## src/rtl/page_walker_pkg.sv

```systemverilog
// Shared widths, PTE layout and walker state encoding for the two-level page-table walker.
package page_walker_pkg;

  localparam int level_bits        = 10;
  localparam int pte_bytes_log2    = 2;
  localparam int bit_count         = 32;
  localparam int page_adress_width = 2 * level_bits;
  localparam int ram_address_width = page_adress_width + level_bits + pte_bytes_log2;

  typedef struct packed {
    logic [page_adress_width-1:0]       ppn;
    logic [bit_count-page_adress_width-3:0] reserved;
    logic                               leaf;
    logic                               valid;
  } pte_t;

  typedef enum logic [2:0] {
    IDLE,
    L1_REQ,
    L2_REQ,
    FILL,
    FAULT
  } walk_state_t;

  // Byte address of a PTE: table page, index within the table, PTE-size zero padding.
  function automatic logic [ram_address_width-1:0] pte_addr(
    input logic [page_adress_width-1:0] ppn,
    input logic [level_bits-1:0]        idx
  );
    return {ppn, idx, {pte_bytes_log2{1'b0}}};
  endfunction

endpackage

```

## src/rtl/page_walker.sv

```systemverilog
// Two-level hardware page-table walker: turns a TLB miss into one or two PTE reads
// and ends with either a single-cycle TLB fill or a single-cycle fault pulse.
module page_walker
  import page_walker_pkg::*;
(
  input  logic                          clk,
  input  logic                          rst,
  input  logic                          walk_valid,
  output logic                          walk_ready,
  input  logic [page_adress_width-1:0]  walk_vpn,
  input  logic [page_adress_width-1:0]  root_ppn,
  output logic                          mem_req,
  output logic [ram_address_width-1:0]  mem_addr,
  input  logic                          mem_ack,
  input  logic [bit_count-1:0]          mem_rdata,
  output logic                          tlb_write_enable,
  output logic [page_adress_width-1:0]  tlb_key,
  output logic [page_adress_width-1:0]  tlb_value,
  output logic                          fault,
  output logic [page_adress_width-1:0]  fault_vpn
);

  walk_state_t                   state, state_d;
  logic [page_adress_width-1:0]  vpn_q, vpn_d;
  logic [ram_address_width-1:0]  addr_d;
  logic [page_adress_width-1:0]  key_d, value_d, fvpn_d;
  pte_t                          pte;
  logic                          unused_reserved;

  assign pte             = pte_t'(mem_rdata);
  assign unused_reserved = ^pte.reserved;

  // Handshake and pulse outputs decode straight from state, so an asynchronous
  // reset drops mem_req in the same instant it forces IDLE.
  assign walk_ready       = (state == IDLE);
  assign mem_req          = (state == L1_REQ) || (state == L2_REQ);
  assign tlb_write_enable = (state == FILL);
  assign fault            = (state == FAULT);

  always_comb begin
    state_d = state;
    vpn_d   = vpn_q;
    addr_d  = mem_addr;
    key_d   = tlb_key;
    value_d = tlb_value;
    fvpn_d  = fault_vpn;
    case (state)
      IDLE: begin
        if (walk_valid) begin
          vpn_d   = walk_vpn;
          addr_d  = pte_addr(root_ppn, walk_vpn[page_adress_width-1 -: level_bits]);
          state_d = L1_REQ;
        end
      end
      L1_REQ: begin
        if (mem_ack) begin
          if (!pte.valid) begin
            fvpn_d  = vpn_q;
            state_d = FAULT;
          end else if (!pte.leaf) begin
            addr_d  = pte_addr(pte.ppn, vpn_q[level_bits-1:0]);
            state_d = L2_REQ;
          end else if (pte.ppn[level_bits-1:0] != '0) begin
            // A superpage must be aligned to the span the second level would cover.
            fvpn_d  = vpn_q;
            state_d = FAULT;
          end else begin
            key_d   = vpn_q;
            value_d = {pte.ppn[page_adress_width-1 -: level_bits], vpn_q[level_bits-1:0]};
            state_d = FILL;
          end
        end
      end
      L2_REQ: begin
        if (mem_ack) begin
          if (pte.valid && pte.leaf) begin
            key_d   = vpn_q;
            value_d = pte.ppn;
            state_d = FILL;
          end else begin
            fvpn_d  = vpn_q;
            state_d = FAULT;
          end
        end
      end
      FILL:    state_d = IDLE;
      FAULT:   state_d = IDLE;
      default: state_d = IDLE;
    endcase
  end

  always_ff @(posedge clk or negedge rst) begin
    if (!rst) begin
      state     <= IDLE;
      vpn_q     <= '0;
      mem_addr  <= '0;
      tlb_key   <= '0;
      tlb_value <= '0;
      fault_vpn <= '0;
    end else begin
      state     <= state_d;
      vpn_q     <= vpn_d;
      mem_addr  <= addr_d;
      tlb_key   <= key_d;
      tlb_value <= value_d;
      fault_vpn <= fvpn_d;
    end
  end

endmodule

```

## config.mk

```make
export PLATFORM = sky130hd
export DESIGN_NAME = page_walker
export DESIGN_NICKNAME = d
export VERILOG_FILES = /design/src/rtl/page_walker_pkg.sv /design/src/rtl/page_walker.sv
export SDC_FILE = /design/constraint.sdc
export NUM_CORES = 1
export LEC_CHECK = 0
export CAP_MARGIN = 30
export CELL_PAD_IN_SITES_DETAIL_PLACEMENT = 0
export CELL_PAD_IN_SITES_GLOBAL_PLACEMENT = 1
export CORE_MARGIN = 2
export CORE_UTILIZATION = 36
export CTS_CLUSTER_SIZE = 25
export DETAILED_ROUTE_END_ITERATION = 8
export PLACE_DENSITY_LB_ADDON = 0.1
export SYNTH_ARGS = -nofsm -noshare
export SYNTH_HDL_FRONTEND = slang
export SYNTH_SLANG_ARGS = --single-unit
```

## constraint.sdc

```tcl
create_clock -name clk -period 1.9 [get_ports clk]
set_input_delay 0.475 -clock clk [delete_from_list [all_inputs] [get_ports clk]]
set_output_delay 0.475 -clock clk [all_outputs]
set_load 0.02 [all_outputs]
```

==> impl_metrics.env, run 1 <==
export IMPL_clk_latency_ns=0.41
export IMPL_routed_wl_um=14100
export IMPL_crit_arrival_ns=2.25
export IMPL_via_per_inst=4.72
export IMPL_whs_ns=0.497
export IMPL_synth_top_area_share_pct=56.4
export IMPL_avgSynthCellArea_um2=14.1
export IMPL_whs_path_depth=1
export IMPL_wl_per_cell_um=18.6
export IMPL_synth_seq_cells=113
export IMPL_stdcell_count=760
export IMPL_power_frac_seq_pct=31.5
export IMPL_p_per_area_nw_per_um2=1760
export IMPL_start_util_pct=36.6
export IMPL_vdd_ir_drop_max_mv=0.787
export IMPL_yosysTopAreaCell="dfrtp_1"
export IMPL_diodes=0
export IMPL_cts_max_level=4
export IMPL_final_antenna_net_count=0
export IMPL_n_fill_cell=1164
export IMPL_cts_sinks=113
export IMPL_utilization_pct=58.5
export IMPL_ys_warnings_count=0
export IMPL_overflow=0
export IMPL_switching_share_pct=34.1
export IMPL_syn2layout_area_growth_pct=60.0
export IMPL_crit_path_end_kind="register"
export IMPL_min_period_over_period_pct=103
export IMPL_rsz0062_at_grt="yes"
export IMPL_total_power_mw=14.1
export IMPL_vias=3588
export IMPL_grt_pass1_vias=3716
export IMPL_p_int_mw=9.31
export IMPL_status="finished with violations"
export IMPL_power_frac_comb_pct=44.2
export IMPL_finalHoldViolations=0
export IMPL_grt_max_degree=38
export IMPL_fmax_mhz=512
export IMPL_core_area_um2=13700
export IMPL_r2r_cells=9
export IMPL_die_h_um=122
export IMPL_drt_iter0_drc=115
export IMPL_num_rows=43
export IMPL_async_reset_ff_share_pct=100
export IMPL_p_clk_share_pct=24.3
export IMPL_die_area_um2=14900
export IMPL_cts_tree="done"
export IMPL_clock_skew_ns=0.00731
export IMPL_cts_clk_slew_worst_paths_ns=0.05
export IMPL_ys_seq_area_share_pct=56.4
export IMPL_root_buffer="clkbuf_16"
export IMPL_grt_pass1_wl_um=21300
export IMPL_synth_edff_count=0
export IMPL_final_layout_size_suffix_gt1_share_pct=32.4
export IMPL_ioPinCount=172
export IMPL_max_cap_viol_count=0
export IMPL_synthCells=356
export IMPL_place_hpwl_um=9420
export IMPL_place_inst=714
export IMPL_finalMaxSlewViolations=0
export IMPL_setup_violations=31
export IMPL_critPathKind="reg -> reg"
export IMPL_cts_path_max_buffers=2
export IMPL_portBuffers=159
export IMPL_cp_data_required_time_ns=2.19
export IMPL_crit_fanout=7
export IMPL_setup_slack_ns=-0.0537
export IMPL_cp_start_kind="register"
export IMPL_ys_types=34
export IMPL_period_needed_ns=1.95
export IMPL_grt_antenna_before_repair=0
export IMPL_synth_area_um2=5020
export IMPL_violations="setup timing"
export IMPL_nets=643
export IMPL_gp_congestion=0.791
export IMPL_firstDrtPassIters=4
export IMPL_synthFlopType="dfrtp_1"
export IMPL_numCtsBuffers=17
export IMPL_leakagePower_nw=3.78
export IMPL_drc=0
export IMPL_switching_power_mw=4.81
export IMPL_track_usage_pct=19.6
export IMPL_synthTopCellsByArea="dfrtp_1 56%, mux2_4 12%, mux2_2 10%"
export IMPL_hp_class="reg -> reg"
export IMPL_die_w_um=122
## timing repair
action                                  in CTS  in global routing
hold buffers                                 1                  0
pin swaps                                    8                  0
setup buffers                               10                  0
hold endpoints to repair                    23                  0
resized for setup                           43                 40
endpoints found under the setup margin      69                 83
cloned                                       4                  0
## power by group through the flow
stage / registers [mW] / logic [mW] / clock network, mW
after global placement: 4.50 / 6.14 / 0
final: 4.45 / 6.24 / 3.44
after global routing: 4.60 / 6.62 / 3.62
after detailed placement: 4.51 / 6.21 / 0
after CTS: 4.48 / 6.35 / 3.50
after floorplan: 5.41 / 2.28 / 0
## sequential cells by signal (all words and copies together), names as in the netlist
register   flops
vpn_q         20
tlb_value     20
tlb_key       20
state          3
mem_addr      30
fault_vpn     20
## metal layers
| layer | share of wire, % | global-route usage [%] | up-vias |
|---|---|---|---|
| li1 | - | - | 1700 |
| met1 | 44 | 25.0 | 1761 |
| met2 | 48 | 31.1 | 118 |
| met3 | 6.7 | 7.07 | 9 |
| met4 | 0.69 | 6.03 | 0 |
| met5 | 0 | 0 | - |
## path summary, 6_finish.rpt
| check | startpoint | end | slack, ns |
|---|---|---|---|
| setup / recovery | state[0] | tlb_value[9] | -0.05 |
| hold / removal | fault_vpn[13] | fault_vpn[13] | 0.50 |
| setup reg to reg | state[0] | tlb_value[9] | -0.05 |
| hold reg to reg | fault_vpn[13] | fault_vpn[13] | 0.50 |
| max in group asynchronous | rst | tlb_value[16] | 0.73 |
| min in group asynchronous | rst | mem_addr[14] | 0.52 |
## cells in the mapped netlist, types with 4 or more instances
cell,number
a21oi_1,32
buf_2,8
buf_4,6
buf_6,7
dfrtp_1,113
mux2_1,4
mux2_2,46
mux2_4,40
mux2i_1,30
nand2b_1,4
nor2_1,33
## cell usage in the layout (no fill, tap or decap), types with 2 or more instances in the layout
cell type	Yosys	final
dlygate4sd2_1	0	11
mux2_2	46	46
clkinv_2	0	4
buf_8	0	2
inv_1	3	3
nand2b_1	4	4
clkbuf_8	0	4
buf_4	6	40
nor4_4	2	2
nor2b_1	3	3
bufinv_16	0	4
buf_12	0	8
a21oi_1	32	32
dfrtp_1	113	111
buf_16	0	4
buf_6	7	3
mux2_4	40	40
o22ai_1	2	2
dlymetal6s2s_1	0	34
clkinvlp_4	0	2
clkdlybuf4s50_1	0	109
a31oi_1	2	2
dfrtp_2	0	2
clkbuf_16	0	17
nor2_1	33	33
mux2i_1	30	30
conb_1	1	2
mux2_1	4	4
## critical path, cell delays in order (launching register included)
cell	delay, ns
dfrtp_2	0.43
buf_12	0.14
buf_8	0.11
xor2_1	0.15
nand3_1	0.14
a21oi_4	0.17
buf_6	0.12
buf_6	0.12
buf_12	0.14
mux2_4	0.30
## through the flow
| step | setup slack [ns] | area, um2 | TNS (ns) |
|---|---|---|---|
| finish | -0.0537 | 8030 | -1.09 |
| global route | -0.123 | 8030 | -3.82 |
| CTS | -0.0246 | 7920 | -0.457 |
| detailed placement | -0.522 | 7080 | -38.48 |
| global placement | -0.510 | 7080 | -38.01 |
| floorplan | 0.0250 | 5020 | 0 |
## layout make-up
cell class              count  area [um2]  area share (%)
repair buffers            213        2260            28.2
multi-input cells         219        2060            25.6
clock buffers              22         484            6.03
well taps                 180         225            2.81
flip-flops and latches    113        2830            35.3
clock inverters            10         155            1.93
inverters                   3        11.3           0.140
## logic make-up after synthesis
| logic type | after synthesis | share of synthesized area [%] |
|---|---|---|
| mux | 120 | 29.2 |
| flops | 113 | 56.4 |
| simple gates | 55 | 5.96 |
| compound gates | 41 | 4.69 |
| buf+inv | 25 | 3.57 |
| xor+xnor | 1 | 0.175 |
| other cells | 1 | 0.0747 |
Note: power is estimated with default switching activity, not from simulation.
==> inputs of run 2 (changes only) <==
CORE_MARGIN = 3   (was 2)
==> run 2 against run 1 <==
Compared with the run above:
- the run now ends clean
- core utilization grew 1.7 points
- maximum frequency grew 4.5%
- setup slack gained 0.085 ns
- critical path depth shrank 8
- die area grew 3.3%
- via count grew 1.8%
- power shrank 0.13%
- final cell count shrank 0.13%
- clock-buffer cell count is the same
- clock skew shrank 0.0034 ns
==> impl_metrics.env, run 2 (same netlist as run 1, synthesis figures left out) <==
export IMPL_ff2ff_setup_slack_ns=0.04
export IMPL_largest_register_ffs=30
export IMPL_fmax_mhz=535
export IMPL_power_frac_seq_pct=31.6
export IMPL_finalHoldViolations=0
export IMPL_cp_start_kind="register"
export IMPL_final_common_cell="clkdlybuf4s50_1"
export IMPL_wl_per_cell_um=19.2
export IMPL_overflow=0
export IMPL_routed_wl_um=14600
export IMPL_cts_max_level=4
export IMPL_rr_endpoint="tlb_key[8]"
export IMPL_rr_startpoint="state[0]"
export IMPL_crit_end="tlb_value[13]"
export IMPL_core_area_um2=13500
export IMPL_tightest_slew_ns=0.523
export IMPL_cpMaxStageDelayCell="clkdlybuf4s50_1"
export IMPL_setup_violations=0
export IMPL_drc=0
export IMPL_critPathKind="reg -> out"
export IMPL_crit_arrival_ns=1.39
export IMPL_leakagePower_nw=3.76
export IMPL_final_layout_size_suffix_gt1_share_pct=33.4
export IMPL_grt_pass1_vias=3760
export IMPL_cp_data_required_time_ns=1.42
export IMPL_hold_start="fault_vpn[11]"
export IMPL_place_hpwl_um=9730
export IMPL_clock_skew_ns=0.00387
export IMPL_cts_tree="done"
export IMPL_root_buffer="clkbuf_16"
export IMPL_p_per_area_nw_per_um2=1740
export IMPL_die_h_um=124
export IMPL_cts_path_max_buffers=2
export IMPL_grt_max_degree=44
export IMPL_crit_fanout=2
export IMPL_nets=647
export IMPL_worst_path_stages=1
export IMPL_total_power_mw=14.1
export IMPL_design_area_um2=8100
export IMPL_p_clk_share_pct=22.9
export IMPL_die_area_um2=15400
export IMPL_hp_class="reg -> reg"
export IMPL_portBuffers=159
export IMPL_status="completed"
export IMPL_switching_power_mw=4.82
export IMPL_worstPathCellList="clkdlybuf4s50_1"
export IMPL_start_util_pct=37.3
export IMPL_grt_pass1_wl_um=21400
export IMPL_ioPinCount=172
export IMPL_final_antenna_net_count=0
export IMPL_vias=3651
export IMPL_critPathLaunch="tlb_value[13]"
export IMPL_via_per_inst=4.81
export IMPL_regMostFlops="mem_addr"
export IMPL_diodes=0
export IMPL_drt_iter0_drc=131
export IMPL_finalMaxSlewViolations=0
export IMPL_crit_buf_inv=1
export IMPL_r2r_cells=8
export IMPL_switching_share_pct=34.2
export IMPL_num_rows=42
export IMPL_crit_path_end_kind="primary output"
export IMPL_clk_latency_ns=0.41
export IMPL_cts_sinks=113
export IMPL_max_cap_viol_count=0
export IMPL_whs_ns=0.485
export IMPL_power_frac_comb_pct=45.5
export IMPL_syn2layout_area_growth_pct=61.4
export IMPL_track_usage_pct=18.9
export IMPL_die_w_um=124
export IMPL_gp_congestion=0.836
export IMPL_cts_clk_slew_worst_paths_ns=0.05
export IMPL_period_needed_ns=1.87
export IMPL_dpl_instance_area_um2=7060
export IMPL_p_int_mw=9.29
export IMPL_crit_family="buffers and inverters"
export IMPL_whs_path_depth=1
export IMPL_vdd_ir_drop_max_mv=0.694
export IMPL_layout_common_cells="114 x clkdlybuf4s50_1, 110 x dfrtp_1, 46 x mux2_2"
export IMPL_min_period_over_period_pct=98.4
export IMPL_firstDrtPassIters=4
export IMPL_numCtsBuffers=17
export IMPL_max_stage_delay_ns=0.62
export IMPL_grt_antenna_before_repair=0
export IMPL_max_slew_margin_pct=65.2
export IMPL_rsz0062_at_grt="yes"
run 2: cell types whose count changed in the layout (fill, tap and decap cells not counted), sizes merged, moves of 2 or more:
cell,change
dlygate4sd2,+2
clkdlybuf4s50,+5
buf,-2
dlymetal6s2s,-7
clkbuf,+5
run 2: worst min-delay path by stage:
stage,end,slack (ns)
floorplan,fault_vpn[0],0.18
global placement,mem_addr[24],0.42
detailed placement,mem_addr[24],0.42
CTS,fault_vpn[11],0.49
global route,fault_vpn[10],0.50
finish,fault_vpn[11],0.49
run 2: cell type report:
type                       count  area [um2]
timing repair buffer         217        2360
clock buffer                  22         474
inverter                       3        11.3
sequential                   113        2830
tap                          176         220
multi-input combinational    219        2070
clock inverter                 9         130
fill                        1137        5350
run 2: metal layers:
layer  GRT usage [%]  vias to the layer above  part of all wire [%]  wire, um
li1                -                     1693                     -         -
met2            29.4                      107                    47      6860
met3            4.95                       13                   5.7       829
met5               0                        -                     0         0
met4            6.78                        0                   1.5       216
met1            25.6                     1838                    46      6650
run 2: timing repair:
action,4_1_cts,5_1_grt
endpoints found under the setup margin,70,115
gates resized for setup,39,47
buffers inserted,2,7
gates cloned,3,5
hold buffers,1,0
pin swaps,3,2
hold endpoints to repair,22,0
run 2: metrics by stage:
stage                     utilization (%)  setup TNS [ns]  instances  setup WS (ns)
after detailed placement             52.5          -39.75        710         -0.543
after CTS                            57.8        -0.00872        747       -0.00869
after global placement               52.5          -39.89        710         -0.528
after floorplan                         -               0        357         0.0250
after global routing                 60.2          -0.124        759        -0.0188
final                                60.2               0        759         0.0313
run 2: power groups by stage:
stage	Combinational (mW)	Clock (mW)	Sequential, mW
finish	6.42	3.24	4.45
global route	6.82	3.41	4.61
CTS	6.19	3.30	4.49
detailed placement	6.19	0	4.50
global placement	6.11	0	4.48
floorplan	2.28	0	5.41
==> inputs of run 3 (changes only) <==
CELL_PAD_IN_SITES_DETAIL_PLACEMENT = 1   (was 0)
CELL_PAD_IN_SITES_GLOBAL_PLACEMENT = 2   (was 1)
CORE_UTILIZATION = 30   (was 36)
CTS_CLUSTER_DIAMETER = 200   (was not set)
==> run 3 against run 2 <==
Compared with the run above:
- routed wire length increased by 9.2%
- combinational power shrank 1%
- clock skew is 0.0047 ns higher
- largest power group unchanged
- highest routed layer unchanged
==> impl_metrics.env, run 3 (same netlist as run 1, synthesis figures left out) <==
export IMPL_cp_start_kind="register"
export IMPL_overflow=0
export IMPL_setup_violations=0
export IMPL_syn2layout_area_growth_pct=60.9
export IMPL_place_hpwl_um=10800
export IMPL_crit_arrival_ns=1.39
export IMPL_numCtsBuffers=17
export IMPL_p_int_mw=8.76
export IMPL_status="completed"
export IMPL_gp_congestion=0.728
export IMPL_clk_latency_ns=0.42
export IMPL_num_rows=46
export IMPL_grt_pass1_wl_um=24500
export IMPL_grt_antenna_before_repair=0
export IMPL_clock_skew_ns=0.00854
export IMPL_switching_power_mw=4.87
export IMPL_crit_buf_inv=1
export IMPL_nets=645
export IMPL_die_w_um=135
export IMPL_stdcell_count=793
export IMPL_core_area_um2=16100
export IMPL_final_common_cell="dfrtp_1"
export IMPL_root_buffer="clkbuf_16"
export IMPL_grt_max_degree=44
export IMPL_cts_sinks=113
export IMPL_die_h_um=135
export IMPL_drt_iter0_drc=91
export IMPL_rr_startpoint="state[1]"
export IMPL_max_stage_delay_ns=0.63
export IMPL_track_usage_pct=18.0
export IMPL_min_period_over_period_pct=98.1
export IMPL_p_clk_share_pct=20.9
export IMPL_cts_max_level=4
export IMPL_max_cap_viol_count=0
export IMPL_ff2ff_setup_slack_ns=0.04
export IMPL_place_inst=747
export IMPL_layout_common_cells="110 x dfrtp_1, 88 x clkdlybuf4s50_1, 55 x mux2_4"
export IMPL_finalMaxSlewViolations=0
export IMPL_drc=0
export IMPL_n_fill_cell=1614
export IMPL_total_power_mw=13.6
export IMPL_wl_per_cell_um=20.0
export IMPL_max_slew_margin_pct=65.9
export IMPL_portBuffers=159
export IMPL_period_needed_ns=1.86
export IMPL_finalHoldViolations=0
export IMPL_vias=3650
export IMPL_diodes=0
export IMPL_final_layout_size_suffix_gt1_share_pct=34.1
export IMPL_p_per_area_nw_per_um2=1690
export IMPL_regMostFlops="mem_addr"
export IMPL_hp_class="in -> async"
export IMPL_vdd_ir_drop_max_mv=0.725
export IMPL_ioPinCount=172
export IMPL_cpMaxStageDelayCell="clkdlybuf4s50_1"
export IMPL_crit_family="buffers and inverters"
export IMPL_start_util_pct=31.1
export IMPL_firstDrtPassIters=4
export IMPL_leakagePower_nw=3.87
export IMPL_rsz0062_at_grt="yes"
export IMPL_critPathKind="reg -> out"
export IMPL_fmax_mhz=536
export IMPL_critPathLaunch="mem_addr[18]"
export IMPL_switching_share_pct=35.7
export IMPL_largest_register_ffs=30
export IMPL_grt_pass1_vias=4120
export IMPL_routed_wl_um=15900
export IMPL_cts_path_max_buffers=2
export IMPL_crit_path_end_kind="primary output"
export IMPL_worstPathCellList="clkdlybuf4s50_1"
export IMPL_via_per_inst=4.60
export IMPL_power_frac_comb_pct=46.6
export IMPL_crit_fanout=2
export IMPL_cts_tree="done"
export IMPL_tightest_slew_ns=0.511
export IMPL_die_area_um2=18300
export IMPL_final_antenna_net_count=0
export IMPL_cts_clk_slew_worst_paths_ns=0.05
export IMPL_power_frac_seq_pct=32.6
export IMPL_cp_data_required_time_ns=1.42
[run 3: power by group through the flow]
| stage | Clock (mW) | Combinational [mW] | Sequential (mW) |
|---|---|---|---|
| 2_1_floorplan | 0 | 2.28 | 5.41 |
| 3_3_place_gp | 0 | 6.20 | 4.46 |
| 3_5_place_dp | 0 | 6.31 | 4.50 |
| 4_1_cts | 2.92 | 6.24 | 4.48 |
| 5_1_grt | 3.03 | 6.76 | 4.63 |
| 6_report | 2.84 | 6.34 | 4.44 |
[run 3: area by class of cell]
class	count	area [um2]	share of cell area, %
Clock inverter	7	66.3	0.822
Tap cell	216	270	3.35
Sequential cell	113	2830	35.1
Inverter	3	11.3	0.140
Clock buffer	20	447	5.53
Multi-Input combinational cell	219	2170	26.8
Timing Repair Buffer	215	2280	28.2
[run 3: routing by layer]
layer	wire length (um)	vias to the layer above	global-route usage [%]	part of all wire, %
li1	-	1688	-	-
met1	6980	1842	22.5	44
met2	7930	103	29.8	50
met3	755	17	5.39	4.8
met4	223	0	6.16	1.4
met5	0	-	0	0
[run 3: what timing repair did]
action,CTS,global route
pin swaps,4,9
hold buffers,0,0
gates resized for setup,62,72
setup endpoints to repair,67,112
buffers inserted,8,6
gates cloned,3,2
[run 3: through the flow]
stage          instance area, um2  setup TNS (ns)  utilization, %  setup WS, ns  hold slack, ns
2_1_floorplan                5020               0               -        0.0250           0.179
3_3_place_gp                 7100          -40.81            44.1        -0.513           0.475
3_5_place_dp                 7100          -43.46            44.1        -0.569           0.481
4_1_cts                      7760          -0.303            48.2       -0.0377          0.0339
5_1_grt                      8070          -0.542            50.1       -0.0339          0.0534
6_report                     8070               0            50.1        0.0361          0.0275
[run 3: path summary, 6_finish.rpt]
check	to	depth (start not counted)
setup / recovery	mem_addr[18]	1
hold / removal	mem_addr[28]	1
setup reg to reg	fault_vpn[14]	6
hold reg to reg	fault_vpn[10]	1
max in group asynchronous	tlb_value[8]	2
min in group clk	fault_vpn[10]	1
[run 3: worst reg2reg max path, cell delays in order, from the launching register on]
cell,delay (ns)
dfrtp_2,0.44
buf_6,0.13
nor4bb_4,0.30
nand4_1,0.19
nand3_4,0.17
buf_16,0.18
mux2_2,0.34
